[config.mk]
export PLATFORM = sky130hd
export DESIGN_NAME = regfile_bank
export DESIGN_NICKNAME = d
export VERILOG_FILES = /design/src/rtl/regfile_bank.sv
export SDC_FILE = /design/constraint.sdc
export NUM_CORES = 1
export LEC_CHECK = 0
export ABC_CLOCK_PERIOD_IN_PS = 5700
export BUFFER_PORTS_ARGS = -buffer_cell sky130_fd_sc_hd__buf_2
export CAP_MARGIN = 30
export CORE_AREA = 2 2 428 430
export DETAILED_ROUTE_END_ITERATION = 10
export DIE_AREA = 0 0 430 432
export GPL_ROUTABILITY_DRIVEN = 1
export GPL_TIMING_DRIVEN = 0
export PLACE_DENSITY_LB_ADDON = 0.15
export SETUP_SLACK_MARGIN = 0.1
export SYNTH_ARGS = -nofsm -noshare
export SYNTH_HDL_FRONTEND = slang
export SYNTH_SLANG_ARGS = --single-unit
[constraint.sdc]
create_clock -name clk -period 5.7 [get_ports clk]
set_input_delay 0.285 -clock clk [delete_from_list [all_inputs] [get_ports clk]]
set_output_delay 0.285 -clock clk [all_outputs]
set_load 0.03 [all_outputs]
[src/rtl/regfile_bank.sv]
// Integer register file with a destination-reservation scoreboard.
// The array is zeroed by a sweep after reset; x0 is hardwired to zero.
module regfile_bank #(
    parameter int XLEN  = 32,
    parameter int ADDRW = 5
) (
    input  logic                            clk,
    input  logic                            rst_n,
    input  logic                            we,
    input  logic [ADDRW-1:0]                waddr,
    input  logic [XLEN-1:0]                 wdata,
    input  logic                            alloc,
    input  logic [ADDRW-1:0]                alloc_addr,
    output logic                            ready,
    output logic [0:XLEN*(2**ADDRW)-1]      regs_flat,
    output logic [(2**ADDRW)-1:0]           busy_flat
);

    localparam int NREG = 2 ** ADDRW;
    localparam logic [ADDRW-1:0] LAST_IDX = ADDRW'(NREG - 1);
    localparam logic [ADDRW-1:0] FIRST_IDX = ADDRW'(1);

    typedef enum logic {
        S_CLEAR,
        S_RUN
    } state_e;

    state_e            state_q, state_d;
    logic [ADDRW-1:0]  clr_idx_q, clr_idx_d;
    logic [NREG-1:0]   busy_q, busy_d;
    logic [XLEN-1:0]   mem_q [NREG];

    logic run;
    logic wr_en;
    logic al_en;

    assign run   = (state_q == S_RUN);
    assign wr_en = run && we && (waddr != '0);
    assign al_en = run && alloc && (alloc_addr != '0);

    // Sweep sequencing: walk clr_idx through 1..NREG-1, then enter RUN.
    always_comb begin
        state_d   = state_q;
        clr_idx_d = clr_idx_q;
        unique case (state_q)
            S_CLEAR: begin
                clr_idx_d = clr_idx_q + FIRST_IDX;
                if (clr_idx_q == LAST_IDX) begin
                    state_d = S_RUN;
                end
            end
            S_RUN: begin
                clr_idx_d = clr_idx_q;
            end
            default: begin
                state_d = S_CLEAR;
            end
        endcase
    end

    // Scoreboard next state: a write retires, an alloc reserves (alloc wins).
    always_comb begin
        busy_d = busy_q;
        if (wr_en) begin
            busy_d[waddr] = 1'b0;
        end
        if (al_en) begin
            busy_d[alloc_addr] = 1'b1;
        end
        busy_d[0] = 1'b0;
    end

    // Control state and scoreboard registers with synchronous reset.
    always_ff @(posedge clk) begin
        if (!rst_n) begin
            state_q   <= S_CLEAR;
            clr_idx_q <= FIRST_IDX;
            busy_q    <= '0;
        end else begin
            state_q   <= state_d;
            clr_idx_q <= clr_idx_d;
            busy_q    <= busy_d;
        end
    end

    // Storage array: no parallel reset, zeroed one entry per cycle in CLEAR.
    always_ff @(posedge clk) begin
        if (rst_n) begin
            if (!run) begin
                mem_q[clr_idx_q] <= '0;
            end else if (wr_en) begin
                mem_q[waddr] <= wdata;
            end
        end
    end

    // Outputs come only from registered state and are masked until ready.
    always_comb begin
        regs_flat = '0;
        for (int i = 1; i < NREG; i++) begin
            regs_flat[XLEN*i +: XLEN] = run ? mem_q[i] : '0;
        end
        busy_flat = run ? busy_q : '0;
        ready     = run;
    end

endmodule

## Yosys cells after proc, flatten, opt, wreduce, memory -nomap -nowiden

Memory sizes are Yosys's and may differ from the RTL's.
Cells that the tools add are included.

| storage, ports and cells | value |
|---|---|
| register bits after elaboration | 38 |
| logic and storage cells | 74 |
| memories | 1 |
| output and inout bits | 1,057 |
| input bits | 46 |
| bits in writable memories | 1,024 |

Memories:

| memory | depth | width | read ports | clocked after Yosys merged registers in | wr ports | line | source |
|---|---|---|---|---|---|---|---|
| mem_q | 32 | 32 | 31 | 0 | 1 | 31 | `logic [XLEN-1:0] mem_q [NREG];` |

| operators by class | value |
|---|---|
| eq/ne operators | 1 |
| $lt $le $gt $ge | 4 |
| reduce and logical (&&, ||, !) cells | 9 |
| add/sub/neg operators | 1 |
| mux-type cells | 51 |
| bitwise gates (word level) | 3 |

Operators by type and width:

| cell | count |
|---|---|
| 32-bit 2-to-1 mux | 35 |
| 32-bit bitwise AND | 1 |
| 32-bit NOT | 1 |
| 32-bit OR | 1 |
| 32-bit OR reduction | 1 |
| 5-bit by 6-bit less-than comparator with 1-bit output (second input constant) | 2 |
| 1-bit 2-to-1 mux | 12 |
| 1-bit demux with 5-bit select | 2 |
| 5-bit by 1-bit greater-or-equal comparator with 1-bit output (second input constant) | 2 |
| 5-bit 2-to-1 mux | 2 |
| 5-bit nonzero test | 2 |
| 1-bit logical AND | 6 |
| 5-bit by 1-bit adder with 5-bit output (second input constant) | 1 |
| 5-bit == test (second input constant) | 1 |

## Logic depth before layout (Yosys ltp)

Gate-level depths: netlist (run 1).

| logic depth | value |
|---|---|
| word-level depth | 9 |
| gate-level depth with buffers | 6 |

## Worst setup path after synthesis (run 1)

No wires, ideal clock.

| path | value |
|---|---|
| kind | flip-flop to flip-flop |
| start point | reg state_q, in the netlist ready |
| end point | mem mem_q[28][0] (enable) |
| library setup time | 0.461 ns |
| buffers on the path | 1 |
| cell stages (with the launch flop) | 6 |
| slack | 1.712 ns |
| clock period less this slack | 3.988 ns |
| data arrival time | 3.527 ns |
| data required time | 5.239 ns |
| cells stage by stage | dfxtp_1 -> buf_4 -> and3_1 -> and3_1 -> a31oi_4 -> nor3_1 |

| between the ends | value |
|---|---|
| cells in the longest elaborated chain, start to end | 8 |
| elaborated cells on any way between the ends | 12 |
| those cells by class | mux (9); reduce/logical (3) |

Ends and longest elaborated chain:

| element | line | source |
|---|---|---|
| from (decl) | 28 | `state_e state_q, state_d;` |
| from (signal assigned) | 80 | `state_q <= state_d;` |
| 1-bit logical AND (2 in series) | 38 | `assign wr_en = run && we && (waddr != '0);` |
| 1-bit 2-to-1 mux | 91 | `end else if (wr_en) begin` |
| 1-bit 2-to-1 mux | 89 | `if (!run) begin` |
| 1-bit 2-to-1 mux | 88 | `if (rst_n) begin` |
| 1-bit 2-to-1 mux (not written as such) | 92 | `mem_q[waddr] <= wdata;` |
| 32-bit OR reduction (no source line) | n/a |  |
| 5-bit 2-to-1 mux (no source line) / 1-bit 2-to-1 mux (equally long branches) | n/a |  |
| to (decl) | 31 |  |

Parallel ways exist; a longest one is shown, timed or not.

## Worst setup path after layout (run 1)

| path | value |
|---|---|
| start point | reg state_q, in the netlist ready |
| end point | out regs_flat[663] in the netlist's numbering |

| between the ends | value |
|---|---|
| cells in the longest elaborated chain, start to end | 1 |

Ends and longest elaborated chain:

| element | line | source |
|---|---|---|
| 32-bit 2-to-1 mux | 101 | `regs_flat[XLEN*i +: XLEN] = run ? mem_q[i] : '0;` |
| to (decl) | 15 | `output logic [0:XLEN*(2**ADDRW)-1] regs_flat,` |

No other way between the ends.

==> results.yml, run 1 <==
status:
  outcome: "finished, final reports clean"
place:
  port-buffer-count: 1067
  finalWeightedCongestion: 0.7894
  detailed_place_hpwl_um: 127500
pwr:
  power_per_cell_area_mw_per_mm2: 296.8
  pwr-share-seq_pct: 51.7
  power.ir.vdd_worst_mv: 0.2285
  netSwitchingPower_w: 0.003454
  combinationalPowerShare_pct: 1.4
  power_leakage_nw: 22.76
  power.internal_w: 0.01248
  sw_frac_of_total_pct: 21.67
  share_clk_of_total_power_pct: 46.9
grt:
  pin_count_of_the_biggest_net_entering_global_routing: 32
  vias_in_the_first_global_route: 24649
  grt_antenna_before_repair: 34
  grt_pass1_wl_um: 228300
  globalRoute.totalOverflow: 0
  track_usage_pct: 18.42
cts:
  ctsLongestPathBuffers: 3
  ctsResizeCount: 0
  cts_bufs_inserted: 120
  cts_num_sinks: 1029
  cts_htree_levels: 3
  cts_tree: "yes"
  clock_latency_reported_for_the_late_side_of_the_worst_skew_pair_ns: 0.77
  cts.clk_slew.worst_paths_ns: 0.06
  clock-root-buffer: "sky130_fd_sc_hd__clkbuf_16"
sta:
  hold_viol: 0
  unrepaired_setup_endpoints_after_global_routing: "no"
  period_share_pct: 68.85
  clock.fmax_ghz: 0.2548
  finalHoldWorstSlack_ns: 0.08719
  final-setup-viol-count: 0
  tightestPinTransition_ns: 0.8919
  finalCriticalPeriod_ns: 3.925
  slew_viol_final: 0
  slew-limit-headroom_pct: 40.54
  post_route_skew_ns: 0.02308
setup_path:
  kind_of_launch_point_of_the_worst_setup_path: "register"
  critical_path.reg2reg.endpoint: "mem_q[7][14]"
  timing_worst_setup_path_type: "reg2out"
  worst_setup_path_startpoint: "ready"
  critPathCaptureType: "output pin"
  r2r_cells: 6
  reg2reg_setup_slack_ns: 2.60
  reg2reg_from: "ready"
  worst_ep_required_time_ns: 5.41
  critPathMaxFanout: 12
  critical_path_arrival_ns: 3.64
  setup.worst_path.end: "regs_flat[663]"
logic_synthesis:
  synthTopCellsByArea: "sky130_fd_sc_hd__edfxtp_1 76%, sky130_fd_sc_hd__and2_1 17%, sky130_fd_sc_hd__dfxtp_1 1.9%, sky130_fd_sc_hd__clkbuf_1 1.1%, sky130_fd_sc_hd__buf_4 0.82%"
  synth_area_per_cell_um2: 16.01
  yosys_warnings: 0
  synth_top_cell_area_share_pct: 75.85
  synthesis.instances: 2453
  synth-seq-cells: 1029
  ys.flop_type: "sky130_fd_sc_hd__edfxtp_1"
  yosys.cell_types.count: 46
  leading_area_contributor_after_synthesis: "sky130_fd_sc_hd__edfxtp_1"
  synth_sequential_area_ratio_pct: 77.74
  synth-async-reset-ratio_pct: 0
  post_syn_area_mm2: 0.03927
  number_of_flops_mapped_to_enable_cells_by_yosys: 992
finish:
  filler_instances: 18666
  layout-area-overhead-vs-synth_pct: 36.71
  drive_gt1_share_pct: 37.36
  final_util_pct: 29.55
  nets: 3854
floorplan:
  die_w_um: 430
  floorplan.die.height_um: 432
  floorplan.die_area_mm2: 0.1858
  num_rows: 157
  initial_utilization_pct: 21.61
  core_area_mm2: 0.1817
  io-pin-count: 1103
route:
  vias_per_cell: 4.055
  via_count_of_the_routed_design: 25567
  ant_nets: 0
  drt-pass1-iter-count: 5
  route.final.wire_length_um: 177600
  detail_route.iter0.violations: 2057
  wl_per_cell_um: 28.17
  drc_errors: 0
job:
  max_cap_viol_count: 0
hold_path:
  min_path_type: "in2reg"
critical path: stages, from the launching register on:
cell and delay [ns]:
sky130_fd_sc_hd__dfxtp_1 0.41, sky130_fd_sc_hd__buf_4 0.21, sky130_fd_sc_hd__buf_2 0.64, sky130_fd_sc_hd__buf_4 0.41, sky130_fd_sc_hd__clkbuf_1 0.49, sky130_fd_sc_hd__and2_1 0.38
sky130_fd_sc_hd__buf_2 0.31
layer usage:
layer / share of wire [%] / GRT usage, %
met2: 53 / 33.57
met1: 37 / 21.05
met5: 0 / 0
met4: 3.5 / 7.152
met3: 6.2 / 3.711
timing repair:
action | in CTS | in global routing
setup buffers | 0 | 0
hold endpoints to repair | 53 | 0
hold buffers | 25 | 0
sequential cells by signal, indices dropped and copies added, names as in the netlist:
register / flops
ready: 1
busy_q: 31
clr_idx_q: 5
mem_q: 992
placed cells by master, fill, tap and decap left out, types with 7 or more instances in the layout:
| cell | netlist | final |
|---|---|---|
| sky130_fd_sc_hd__nor3_2 | 5 | 19 |
| sky130_fd_sc_hd__buf_2 | 4 | 1071 |
| sky130_fd_sc_hd__nor2_4 | 0 | 7 |
| sky130_fd_sc_hd__and2_1 | 1057 | 1025 |
| sky130_fd_sc_hd__buf_6 | 1 | 54 |
| sky130_fd_sc_hd__buf_12 | 0 | 21 |
| sky130_fd_sc_hd__dfxtp_1 | 37 | 37 |
| sky130_fd_sc_hd__dlygate4sd3_1 | 0 | 25 |
| sky130_fd_sc_hd__clkbuf_1 | 115 | 150 |
| sky130_fd_sc_hd__and2_4 | 0 | 31 |
| sky130_fd_sc_hd__buf_16 | 0 | 19 |
| sky130_fd_sc_hd__clkinv_2 | 0 | 17 |
| sky130_fd_sc_hd__clkinv_1 | 0 | 28 |
| sky130_fd_sc_hd__nand3b_1 | 9 | 9 |
| sky130_fd_sc_hd__edfxtp_1 | 992 | 992 |
| sky130_fd_sc_hd__nand2_1 | 34 | 34 |
| sky130_fd_sc_hd__conb_1 | 1 | 33 |
| sky130_fd_sc_hd__diode_2 | 0 | 15 |
| sky130_fd_sc_hd__buf_4 | 43 | 49 |
| sky130_fd_sc_hd__buf_8 | 0 | 8 |
| sky130_fd_sc_hd__a21boi_0 | 30 | 30 |
| sky130_fd_sc_hd__o21ai_0 | 33 | 33 |
| sky130_fd_sc_hd__clkbuf_16 | 0 | 121 |
stage by stage:
step | total power, W | setup TNS (ns) | std cells | setup slack, ns | instance area [µm²]
finish | 0.01594 | 0 | 6305 | 1.775 | 53690
global placement | 0.008586 | -324.54 | 5937 | -1.142 | 47720
detailed placement | 0.008611 | 0 | 6044 | 2.340 | 49680
floorplan | 0.008511 | 0 | 2485 | 1.712 | 39390
CTS | 0.01615 | 0 | 6290 | 1.427 | 53650
global route | 0.01642 | 0 | 6291 | 1.456 | 53650
power groups by stage:
stage | logic (W) | registers, W | clock network, W
final | 0.000221 | 0.00824 | 0.00747
after global routing | 0.000233 | 0.00824 | 0.00795
after global placement | 0.000179 | 0.00841 | 0
after CTS | 0.000221 | 0.00824 | 0.00769
after detailed placement | 0.000210 | 0.00840 | 0
after floorplan | 0.000112 | 0.00840 | 0
cell usage after synthesis, types with 2 or more instances:
cell,count
sky130_fd_sc_hd__and2_1,1057
sky130_fd_sc_hd__edfxtp_1,992
sky130_fd_sc_hd__clkbuf_1,115
sky130_fd_sc_hd__buf_4,43
sky130_fd_sc_hd__dfxtp_1,37
sky130_fd_sc_hd__nand2_1,34
sky130_fd_sc_hd__o21ai_0,33
sky130_fd_sc_hd__a21boi_0,30
sky130_fd_sc_hd__nor3_1,21
sky130_fd_sc_hd__nor2_1,13
sky130_fd_sc_hd__nand3b_1,9
sky130_fd_sc_hd__and3_1,6
sky130_fd_sc_hd__nor2b_1,5
sky130_fd_sc_hd__nor3_2,5
sky130_fd_sc_hd__nor3b_1,5
sky130_fd_sc_hd__a31oi_4,4
sky130_fd_sc_hd__buf_2,4
sky130_fd_sc_hd__nand3_1,4
sky130_fd_sc_hd__ha_1,2
sky130_fd_sc_hd__inv_1,2
sky130_fd_sc_hd__mux2i_1,2
sky130_fd_sc_hd__nand2b_1,2
sky130_fd_sc_hd__nor3b_2,2
sky130_fd_sc_hd__o21ai_1,2
sky130_fd_sc_hd__o32a_4,2
sky130_fd_sc_hd__xnor2_1,2
how the worst min path moves through the flow:
stage	start	slack (ns)	depth (start not counted)	end
floorplan	busy_q[1]	0.44	2	busy_q[1]
global placement	busy_q[1]	0.46	2	busy_q[1]
global route	wdata[14]	0.04	2	mem_q[27][14]
finish	wdata[14]	0.09	2	mem_q[27][14]
detailed placement	busy_q[18]	0.47	2	busy_q[18]
CTS	wdata[14]	0.0005	2	mem_q[27][14]
area by class of cell:
cell class / instances / area, µm² / share of cell area (%)
diodes: 15 / 37.54 / 0.06991
plain buffers: 163 / 785.8 / 1.464
clock buffers: 157 / 3173 / 5.910
clock inverters: 64 / 548.0 / 1.021
inverters: 2 / 7.507 / 0.01398
multi-input cells: 1291 / 8328 / 15.51
flip-flops and latches: 1029 / 30530 / 56.86
well taps: 2385 / 2984 / 5.558
repair buffers: 1199 / 7296 / 13.59
cell families after synthesis:
group / count (synthesis) / share of synthesized area [%]
other: 1 / 0.009549
AOI/OAI and AO/OA: 78 / 1.539
and+or+nand+nor: 1174 / 18.54
DFF: 1029 / 77.74
buffers and inverters: 165 / 2.020
xor gates and xnor gates: 2 / 0.04461
muxes: 2 / 0.05098
adders and majority gates: 2 / 0.06371
No activity file was read; power rests on OpenSTA's default activity.
==> run 2: changes to the inputs <==
--- a/config.mk
+++ b/config.mk
@@ -5,7 +5,7 @@
 export SDC_FILE = /design/constraint.sdc
 export NUM_CORES = 1
 export LEC_CHECK = 0
-export ABC_CLOCK_PERIOD_IN_PS = 5700
+export ABC_CLOCK_PERIOD_IN_PS = 3750
 export BUFFER_PORTS_ARGS = -buffer_cell sky130_fd_sc_hd__buf_2
 export CAP_MARGIN = 30
 export CORE_AREA = 2 2 428 430
==> constraint.sdc (replaced) <==
create_clock -name clk -period 3.75 [get_ports clk]
set_input_delay 0.1875 -clock clk [delete_from_list [all_inputs] [get_ports clk]]
set_output_delay 0.1875 -clock clk [all_outputs]
set_load 0.03 [all_outputs]
==> run 2 against run 1 <==
Power increased by 56%. Combinational power is 57% higher. Final cell count is 0.38% higher. Clock-buffer cell count rose by 1.
==> results.yml, run 2 (synthesis results as in run 1) <==
pwr:
  power.internal_w: 0.01958
  power_per_cell_area_mw_per_mm2: 457.4
  share_clk_of_total_power_pct: 48.1
  netSwitchingPower_w: 0.005238
  sw_frac_of_total_pct: 21.11
  combinationalPowerShare_pct: 1.4
  power.ir.vdd_worst_mv: 0.3892
  pwr-share-seq_pct: 50.5
  power_leakage_nw: 23.03
route:
  vias_per_cell: 4.070
  wl_per_cell_um: 28.24
  detail_route.iter0.violations: 2085
  ant_nets: 0
  drc_errors: 0
  via_count_of_the_routed_design: 25761
  drt-pass1-iter-count: 6
  route.final.wire_length_um: 178700
grt:
  pin_count_of_the_biggest_net_entering_global_routing: 32
  vias_in_the_first_global_route: 24511
  grt_antenna_before_repair: 39
  track_usage_pct: 18.55
  grt_pass1_wl_um: 229400
  globalRoute.totalOverflow: 0
finish:
  layout.cells.most_common: "sky130_fd_sc_hd__buf_2"
  reg.largest.list: "mem_q (992), busy_q (31), clr_idx_q (5)"
  commonest_cells_after_routing_fill_and_taps_aside: "1070 x sky130_fd_sc_hd__buf_2, 1025 x sky130_fd_sc_hd__and2_1, 992 x sky130_fd_sc_hd__edfxtp_1"
  regMostFlops: "mem_q"
  nets: 3876
  filler_instances: 18576
  post_layout_nonfiller_instances: 6329
  layout-area-overhead-vs-synth_pct: 38.14
  finalInstanceArea_mm2: 0.05425
  drive_gt1_share_pct: 37.36
  largest_reg_flops: 992
setup_path:
  critPathMaxFanout: 10
  worst_ep_required_time_ns: 3.56
  path_buf_inv: 5
  crit_path_frequent_cell: "sky130_fd_sc_hd__buf_4"
  critical_path_arrival_ns: 3.13
  kind_of_launch_point_of_the_worst_setup_path: "register"
  critical_path.cell_chain: "buf_4, buf_4, buf_4, clkbuf_1, and2_1, buf_2"
  cpMaxStageDelayCell: "sky130_fd_sc_hd__clkbuf_1"
  maximum_cell_stage_delay_along_the_critical_path_ns: 0.59
  crit_path_max_delay_family: "buffers and inverters"
  timing_worst_setup_path_type: "reg2out"
  critPathCaptureType: "output pin"
place:
  detailed_place_hpwl_um: 129800
  finalWeightedCongestion: 0.7657
  post-place-cells: 6043
  port-buffer-count: 1067
  detailed_place.area_mm2: 0.04982
floorplan:
  num_rows: 157
  core_area_mm2: 0.1817
  initial_utilization_pct: 21.61
  floorplan.die_area_mm2: 0.1858
  floorplan.die.height_um: 432
  io-pin-count: 1103
  die_w_um: 430
sta:
  period_share_pct: 88.40
  tightestPinTransition_ns: 0.9073
  clock.fmax_ghz: 0.3017
  finalCriticalPeriod_ns: 3.315
  slew_viol_final: 0
  unrepaired_setup_endpoints_after_global_routing: "no"
  post_route_skew_ns: 0.02052
  hold_viol: 0
  slew-limit-headroom_pct: 39.52
  final-setup-viol-count: 0
cts:
  cts.clk_slew.worst_paths_ns: 0.06
  cts_tree: "yes"
  clock_latency_reported_for_the_late_side_of_the_worst_skew_pair_ns: 0.77
  cts_htree_levels: 3
  cts_num_sinks: 1029
  clock-root-buffer: "sky130_fd_sc_hd__clkbuf_16"
  ctsLongestPathBuffers: 3
  cts_post_setup_buffers_inserted: 0
  cts_bufs_inserted: 121
hold_path:
  min_path_type: "in2reg"
job:
  max_cap_viol_count: 0
status:
  outcome: "finished, final reports clean"
## run 2: cell types whose count changed in the layout (fill, tap and decap cells not counted), sizes merged, moves of 2 or more
cell,change
clkinvlp,+2
bufinv,+7
dlygate4sd3,+22
clkinv,-8
## run 2: worst paths after layout
check,start,endpoint,slack (ns),cells past startpoint
setup / recovery,ready,regs_flat[744],0.44,6
hold / removal,wdata[18],mem_q[26][18],0.07,3
setup reg to reg,ready,mem_q[25][20],0.80,7
hold reg to reg,busy_q[1],busy_q[1],0.47,2
## run 2: repair_timing
action / CTS / global route
setup endpoints to repair: 60 / 0
endpoints found under the hold margin: 372 / 0
resized for setup: 4 / 0
hold buffers: 47 / 0
## run 2: stage by stage
step / util, % / hold WS (ns) / TNS (ns) / worst slack, ns / total power, W
floorplan: - / 0.3951 / -94.31 / -0.2380 / 0.01294
global placement: 26.28 / 0.4608 / -1999.66 / -2.970 / 0.01304
detailed placement: 27.42 / 0.4640 / 0 / 0.6698 / 0.01309
CTS: 29.84 / 0.01034 / 0 / 0.1563 / 0.02515
global route: 29.84 / 0.04102 / 0 / 0.1940 / 0.02553
finish: 29.86 / 0.07191 / 0 / 0.4351 / 0.02482
## run 2: final cells by class
cell class	instances	area, µm²	area share (%)
clock buffer	158	3252	5.994
buffer	163	792.0	1.460
inverter	2	7.507	0.01384
clock inverter	66	663.1	1.222
timing repair buffer	1220	7620	14.05
antenna	15	37.54	0.06919
tap	2385	2984	5.501
multi-input combinational	1291	8366	15.42
sequential	1029	30530	56.27
## run 2: power by group through the flow
stage | clock network [W] | logic (W) | registers, W
finish | 0.0119 | 0.000347 | 0.0125
global route | 0.0126 | 0.000372 | 0.0125
CTS | 0.0123 | 0.000350 | 0.0125
detailed placement | 0 | 0.000318 | 0.0128
global placement | 0 | 0.000267 | 0.0128
floorplan | 0 | 0.000173 | 0.0128
## run 2: routing by layer
layer  global-route usage, %  wire, µm  vias up
met3                   3.780     10880      224
met4                   6.961      6308        0
met1                   21.70     68560    13153
met5                       0         0        -
met2                   33.27     92970     1090
li1                        -         -    11294
## run 2: worst min-delay path, stage by stage
cell and delay (ns):
sky130_fd_sc_hd__buf_2 0.09, sky130_fd_sc_hd__and2_4 0.14, sky130_fd_sc_hd__buf_16 0.21
